[src/rtl/clk_seq.sv]
// Clock/reset sequencer: synchronises the external reset pin, holds the core
// in reset for a fixed interval after power-up or a soft reset request, and
// applies clock register writes to the clock generator, inserting a settle
// wait whenever an oscillator or PLL enable is newly switched on.
module clk_seq #(
  parameter int unsigned RST_CYCLES    = 16,
  parameter int unsigned SETTLE_CYCLES = 1024
) (
  input  logic       clk,
  input  logic       res,
  input  logic       inp_resn,
  input  logic       cfg_wr,
  input  logic [7:0] cfg_req,
  output logic [6:0] cfg_out,
  output logic       nres,
  output logic       busy
);

  localparam logic [23:0] RST_LOAD    = 24'(RST_CYCLES);
  localparam logic [23:0] SETTLE_LOAD = 24'(SETTLE_CYCLES);

  typedef enum logic [1:0] {
    POR    = 2'd0,
    RUN    = 2'd1,
    SETTLE = 2'd2,
    SRESET = 2'd3
  } state_t;

  state_t      state_reg;
  logic [1:0]  sync_reg;
  logic        ext_ok;
  logic [23:0] cnt_reg;
  logic [6:0]  cfg_reg;
  logic [2:0]  sel_reg;
  logic        nres_reg;
  logic        busy_reg;
  logic        expired;
  logic        new_enable;

  // Only the second synchroniser stage is trusted as a clean level.
  assign ext_ok = sync_reg[1];

  // The shared counter runs out on the edge where it holds 1, so an interval
  // loaded on edge N ends exactly on edge N + load value.
  assign expired = (cnt_reg == 24'd1);

  // A write that turns on an oscillator or PLL not already running needs the
  // settle wait before the new clock source may be selected.
  assign new_enable = |(cfg_req[6:5] & ~cfg_reg[6:5]);

  assign cfg_out = cfg_reg;
  assign nres    = nres_reg;
  assign busy    = busy_reg;

  // Two-flop synchroniser for the asynchronous external reset pin.
  always_ff @(posedge clk) begin
    if (res) begin
      sync_reg <= 2'b00;
    end else begin
      sync_reg <= {sync_reg[0], inp_resn};
    end
  end

  // Sequencer FSM: reset, external reset, timer expiry and writes, in that priority.
  always_ff @(posedge clk) begin
    if (res) begin
      state_reg <= POR;
      cnt_reg   <= RST_LOAD;
      cfg_reg   <= 7'h00;
      sel_reg   <= 3'b000;
      nres_reg  <= 1'b0;
      busy_reg  <= 1'b1;
    end else if (!ext_ok) begin
      // External reset wins over any settle or soft reset in progress and
      // keeps the counter parked at the full hold length.
      state_reg <= POR;
      cnt_reg   <= RST_LOAD;
      cfg_reg   <= 7'h00;
      nres_reg  <= 1'b0;
      busy_reg  <= 1'b1;
    end else begin
      case (state_reg)
        POR, SRESET: begin
          if (expired) begin
            state_reg <= RUN;
            nres_reg  <= 1'b1;
            busy_reg  <= 1'b0;
          end else begin
            cnt_reg <= cnt_reg - 24'd1;
          end
        end
        SETTLE: begin
          if (expired) begin
            state_reg    <= RUN;
            cfg_reg[2:0] <= sel_reg;
            busy_reg     <= 1'b0;
          end else begin
            cnt_reg <= cnt_reg - 24'd1;
          end
        end
        RUN: begin
          if (cfg_wr) begin
            if (cfg_req[7]) begin
              // Soft reset: the rest of the requested word is discarded.
              state_reg <= SRESET;
              cnt_reg   <= RST_LOAD;
              cfg_reg   <= 7'h00;
              nres_reg  <= 1'b0;
              busy_reg  <= 1'b1;
            end else if (new_enable) begin
              // Enables and mode go out now; the clock select is held back
              // until the new source has had time to settle.
              state_reg    <= SETTLE;
              cnt_reg      <= SETTLE_LOAD;
              cfg_reg[6:3] <= cfg_req[6:3];
              sel_reg      <= cfg_req[2:0];
              busy_reg     <= 1'b1;
            end else begin
              cfg_reg <= cfg_req[6:0];
            end
          end
        end
        default: begin
          state_reg <= POR;
          cnt_reg   <= RST_LOAD;
          cfg_reg   <= 7'h00;
          nres_reg  <= 1'b0;
          busy_reg  <= 1'b1;
        end
      endcase
    end
  end

endmodule

[config.mk]
export PLATFORM = sky130hd
export DESIGN_NAME = clk_seq
export DESIGN_NICKNAME = d
export VERILOG_FILES = /design/src/rtl/clk_seq.sv
export SDC_FILE = /design/constraint.sdc
export NUM_CORES = 1
export LEC_CHECK = 0
export CAP_MARGIN = 5
export CORE_UTILIZATION = 34
export DETAILED_ROUTE_END_ITERATION = 7
export GPL_ROUTABILITY_DRIVEN = 0
export SYNTH_ARGS = -nofsm -noshare
export SYNTH_HDL_FRONTEND = slang
export SYNTH_SLANG_ARGS = --single-unit
[constraint.sdc]
create_clock -name clk -period 2.7 [get_ports clk]
set_clock_uncertainty 0.2 [all_clocks]
set_input_delay 0.405 -clock clk [delete_from_list [all_inputs] [get_ports clk]]
set_output_delay 0.405 -clock clk [all_outputs]
set_load 0.03 [all_outputs]
# After elaboration in Yosys (flattened, before gate mapping)

Cells that the tools add are included.

Bits in registers: 40
Input port bits: 12
Word-level logic and storage cells: 62

Add/sub/neg operators: 1
Eq/ne operators: 12
Multiplexer cells: 24
Bitwise gates (word level): 4
Reductions and logical operators: 13

Operators by type and width:

| operator                | number |
|---|---|
| $mux W24                | 4 |
| $pmux W24 S2            | 1 |
| $eq A24 B1 Y1 const B   | 1 |
| $sub A24 B1 Y24 const B | 1 |
| $ne A2 B2 Y1 const B    | 5 |
| $mux W3                 | 3 |
| $mux W2                 | 4 |
| $reduce_and A4 Y1       | 2 |
| $mux W1                 | 7 |
| $mux W7                 | 1 |
| $ne A3 B3 Y1 const B    | 2 |
| $pmux W3 S2             | 1 |
| $reduce_and A3 Y1       | 2 |
| $reduce_or A2 Y1        | 3 |
| $reduce_and A5 Y1       | 1 |
| $eq A2 B2 Y1 const B    | 2 |
| $pmux W1 S2             | 2 |
| $pmux W2 S2             | 1 |
| $reduce_bool A2 Y1      | 2 |
| $reduce_or A3 Y1        | 1 |
| $and A2 B2 Y2           | 1 |
| $eq A2 B1 Y1 const B    | 1 |
| $logic_not A2 Y1        | 1 |
| $ne A2 B1 Y1 const B    | 1 |
| 3 further kinds         | 4 |

# Longest topological paths before layout

Gate-level depths: netlist of run 1.

Depth after elaboration: 7
Gate-level depth with buffers: 9
Depth with buffers taken out: 7

# Worst setup path before layout of run 1

OpenSTA, ideal clock, no wires.

Path kind: reg2reg
From: register state_reg[1]
To: register cnt_reg[3]
Setup time: 0.070 ns
Arrival: 2.052 ns
Required time: 2.430 ns
Setup slack: 0.377 ns
Stages on the path, launching flop included: 8
Clock period less this slack: 2.323 ns
Cell sequence: dfxtp_1 inv_1 ha_1 nor2b_1 a31oi_1 o31ai_4 or4b_2 a21oi_1

Longest elaborated chain between the ends: 4

RTL lines:

| item                                                    | line | source |
|---|---|---|
| from (decl)                                             | 29   | `state_t state_reg;` |
| from (signal assigned)                                  | 67   | `state_reg <= POR;` |
| from (signal assigned)                                  | 76   | `state_reg <= POR;` |
| from (signal assigned)                                  | 85   | `state_reg <= RUN;` |
| $eq A2 B2 Y1 / $logic_not A2 Y1 (equally long branches) | 82   | `case (state_reg)` |
| $reduce_or A3 Y1 (no source line)                       | n/a  |  |
| $ne A2 B2 Y1 (no source line)                           | n/a  |  |
| $reduce_and A3 Y1 (no source line)                      | n/a  |  |
| to (signal assigned)                                    | 89   | `cnt_reg <= cnt_reg - 24'd1;` |
| to (signal assigned)                                    | 98   | `cnt_reg <= cnt_reg - 24'd1;` |
| to (decl)                                               | 32   | `logic [23:0] cnt_reg;` |

Several ways; a longest one is shown, not always the timed one.
A chain may end at the register's enable or synchronous reset.

# Final worst setup path of run 1

From: register cnt_reg[16]
To: register cnt_reg[1]

Longest elaborated chain between the ends: 3

RTL lines:

| item                               | line | source |
|---|---|---|
| $eq A24 B1 Y1                      | 45   | `assign expired = (cnt_reg == 24'd1);` |
| $ne A2 B2 Y1 (no source line)      | n/a  |  |
| $reduce_and A3 Y1 (no source line) | n/a  |  |

Every way passes these cells.

==> metrics.cfg, run 1 <==
[timing]
fin_tns_setup_ns=0
worst_slew_margin_rel_pct=72.5
report.final.hold_viol_count=0
final_max_slew_viol_count=0
finalWorstPathRequiredPeriod_ns=2.42
setup_ws_ns=0.282
final_min_period_over_clock_period_pct=89.5
max_freq_mhz=414
setup_viol=0
rsz0062_at_grt=no
worstMarginPinSlew_ns=0.411

[yosys]
post_synth.cell_area_avg_um2=8.54
synthesis.area_um2=2080
ys_seq_elements=40
synth_top_area_share_pct=38.4
most_frequent_cell_after_synthesis=sky130_fd_sc_hd__dfxtp_1
number_of_different_library_cells_in_the_post_synthesis_netlist=50
synth-main-ff-cell=sky130_fd_sc_hd__dfxtp_1
syn_nets=261
async_flop_share_pct=0
count_of_yosys_warnings_during_synthesis=0
synth.largest_area_cell=sky130_fd_sc_hd__dfxtp_1
synth_enable_flop_cells=0
netlist_instances=244
seq_area_frac_synth_pct=38.4
synth.top_cells.by_count=40 x sky130_fd_sc_hd__dfxtp_1, 28 x sky130_fd_sc_hd__a21oi_1, 20 x sky130_fd_sc_hd__nor2_1, 16 x sky130_fd_sc_hd__nand2_1
post_synth_main_area_contributors=sky130_fd_sc_hd__dfxtp_1 38%, sky130_fd_sc_hd__a21oi_1 6.7%, sky130_fd_sc_hd__or3_1 3.9%

[die]
floorplan.initialDensity_pct=35.2
design.core.area_um2=5920
die-area_um2=6450
ioPinCount=21
die-width_um=80.3
placement_rows=28
die_h_um=80.3

[final_layout]
finalNetCount=289
layout.cell_area.non_filler_um2=2560
insertedDiodeCount=0
final_cells=348
syn_to_final_growth_pct=22.8
num-fill-cells=594
largest_register_ff_count=24
post_route_cells_drive_above_1_share_pct=12.5

[cts]
post_cts.repair.setup_buffers=0
cts.sink_count=40
cts-buffers-inserted=5
cts_resizes=0
cts_max_path_buffers=2
cts.htree.levels=2
tritoncts=done
post_cts_hold_buffer_count=0
root_buffer=sky130_fd_sc_hd__clkbuf_8
clk_pin_slew_worst_paths_ns=0.08
clk_latency_ns=0.29

[drt]
detail_route.first_pass.iterations=4
post_drt_wl_per_cell_um=13.3
via_count_of_the_routed_design=1868
via_per_inst=5.37
initialDrtViolationCount=66
antenna_left=0
route.final.wire_length_um=4620
drc_errors=0

[grt]
pin_count_of_the_biggest_net_entering_global_routing=34
grt_first_pass_wirelength_um=7860
grt_pass1_vias=1707
number_of_antenna_violations_at_the_first_check_in_global_routing=0
grt_usage_pct=15.5
overflow=0

[min_path]
min_path_type=flip-flop to flip-flop
number_of_cells_traversed_by_the_worst_hold_path=1

[setup_path]
rrSetupSlack_ns=0.28
crit_path_largest_cell_delay_ns=0.59
kind_of_end_point_of_the_critical_path=flip-flop
cp.arrival_ns=2.43
maximum_net_fanout_on_the_critical_path=21
critPathKind=flip-flop to flip-flop
ordered_cell_list_for_the_critical_path=or4_1 -> nand3b_4 -> o31ai_4 -> o21ai_1 -> buf_12 -> a211oi_1
crit_path_top_delay_cell=sky130_fd_sc_hd__or4_1
timing.critical_path.from_type=flip-flop
worst-r2r-cell-count=6
cp_data_required_time_ns=2.71

[power]
maximum_vdd_drop_uv=300
power.density_cell_area_nw_per_um2=472
leakage_uw=0.000881

[run_status]
status=finished clean

[placed_design]
dpl_cell_area_um2=2430
place_worst_setup_slack_ns=0.0736
placement.io_buffers=20
dp_hpwl_um=3260
numPlacedInstances=340

[flow_run]
max-cap-violations=0

layout make-up:
type / count / area [um2] / share of cell area (%)
clock inverter: 1 / 30.0 / 1.17
multi-input combinational: 185 / 1190 / 46.5
tap: 75 / 93.8 / 3.67
inverter: 7 / 26.3 / 1.03
clock buffer: 7 / 96.3 / 3.76
sequential: 40 / 801 / 31.3
timing repair buffer: 33 / 323 / 12.6
worst max-delay path: cells and delay by family (launching register included):
family | cells | cell delay, ns
AOI/OAI and AO/OA | 3 | 0.74
buffers and inverters | 1 | 0.19
DFF | 1 | 0.35
and+or+nand+nor | 2 | 0.85
worst paths after layout:
| check | end | startpoint |
|---|---|---|
| max reg2reg | cnt_reg[1] | cnt_reg[16] |
| max | cnt_reg[1] | cnt_reg[16] |
| min | sync_reg[1] | sync_reg[0] |
| min reg2reg | sync_reg[1] | sync_reg[0] |
stage by stage:
step / hold slack [ns] / power (uW) / util, %
finish: 0.247 / 1210 / 43.2
global route: 0.258 / 1250 / 43.2
CTS: 0.251 / 1230 / 43.2
detailed placement: 0.232 / 682 / 41.1
global placement: 0.219 / 681 / 41.1
floorplan: 0.214 / 648 / -
per-layer routing:
| layer | up-vias | routed length (um) | GRT usage, % |
|---|---|---|---|
| li1 | 963 | - | - |
| met1 | 866 | 2290 | 19.1 |
| met2 | 33 | 2120 | 25.9 |
| met3 | 6 | 169 | 3.98 |
| met4 | 0 | 48 | 5.71 |
| met5 | - | 0 | 0 |
cells in the final DEF (no fill, tap or decap), drive strengths merged, types with 4 or more instances in the layout:
cell,Yosys,layout
a21oi,28,28
buf,6,13
clkbuf,6,7
clkdlybuf4s50,0,20
dfxtp,40,40
ha,5,5
inv,6,6
mux2i,6,6
nand2,16,16
nand3,7,7
nand4,5,5
nor2,20,20
nor2b,5,5
nor3,4,4
nor3b,5,5
nor4,4,4
o21ai,15,15
o31ai,8,8
or3,13,13
or4,8,8
power by group:
part	leakage (uW)	switching, uW	internal, uW
logic	0.000494	33.6	35.9
clock network	0.0000645	215	326
registers	0.000323	4.41	594
logic make-up (layout without fill, tap and decap cells):
kind of cell / after synthesis / count (layout) / share of synthesized area (%)
adder cells (fa/ha/maj): 5 / 5 / 3.00
AO/OA/AOI/OAI: 74 / 74 / 22.8
flip-flops: 40 / 40 / 38.4
AND/OR/NAND/NOR: 99 / 99 / 28.0
XOR/XNOR: 1 / 1 / 0.420
buffers and inverters: 19 / 48 / 4.50
multiplexers: 6 / 6 / 2.88
Note: power is estimated with default switching activity, not from simulation.
==> run 2, diff against run 1 <==
--- a/config.mk
+++ b/config.mk
@@ -5,6 +5,7 @@
 export SDC_FILE = /design/constraint.sdc
 export NUM_CORES = 1
 export LEC_CHECK = 0
+export ABC_CLOCK_PERIOD_IN_PS = 2700
 export CAP_MARGIN = 5
 export CORE_UTILIZATION = 34
 export DETAILED_ROUTE_END_ITERATION = 7
==> results of run 2 <==
No change in the layout: final DEF, timing and power equal those of run 1.
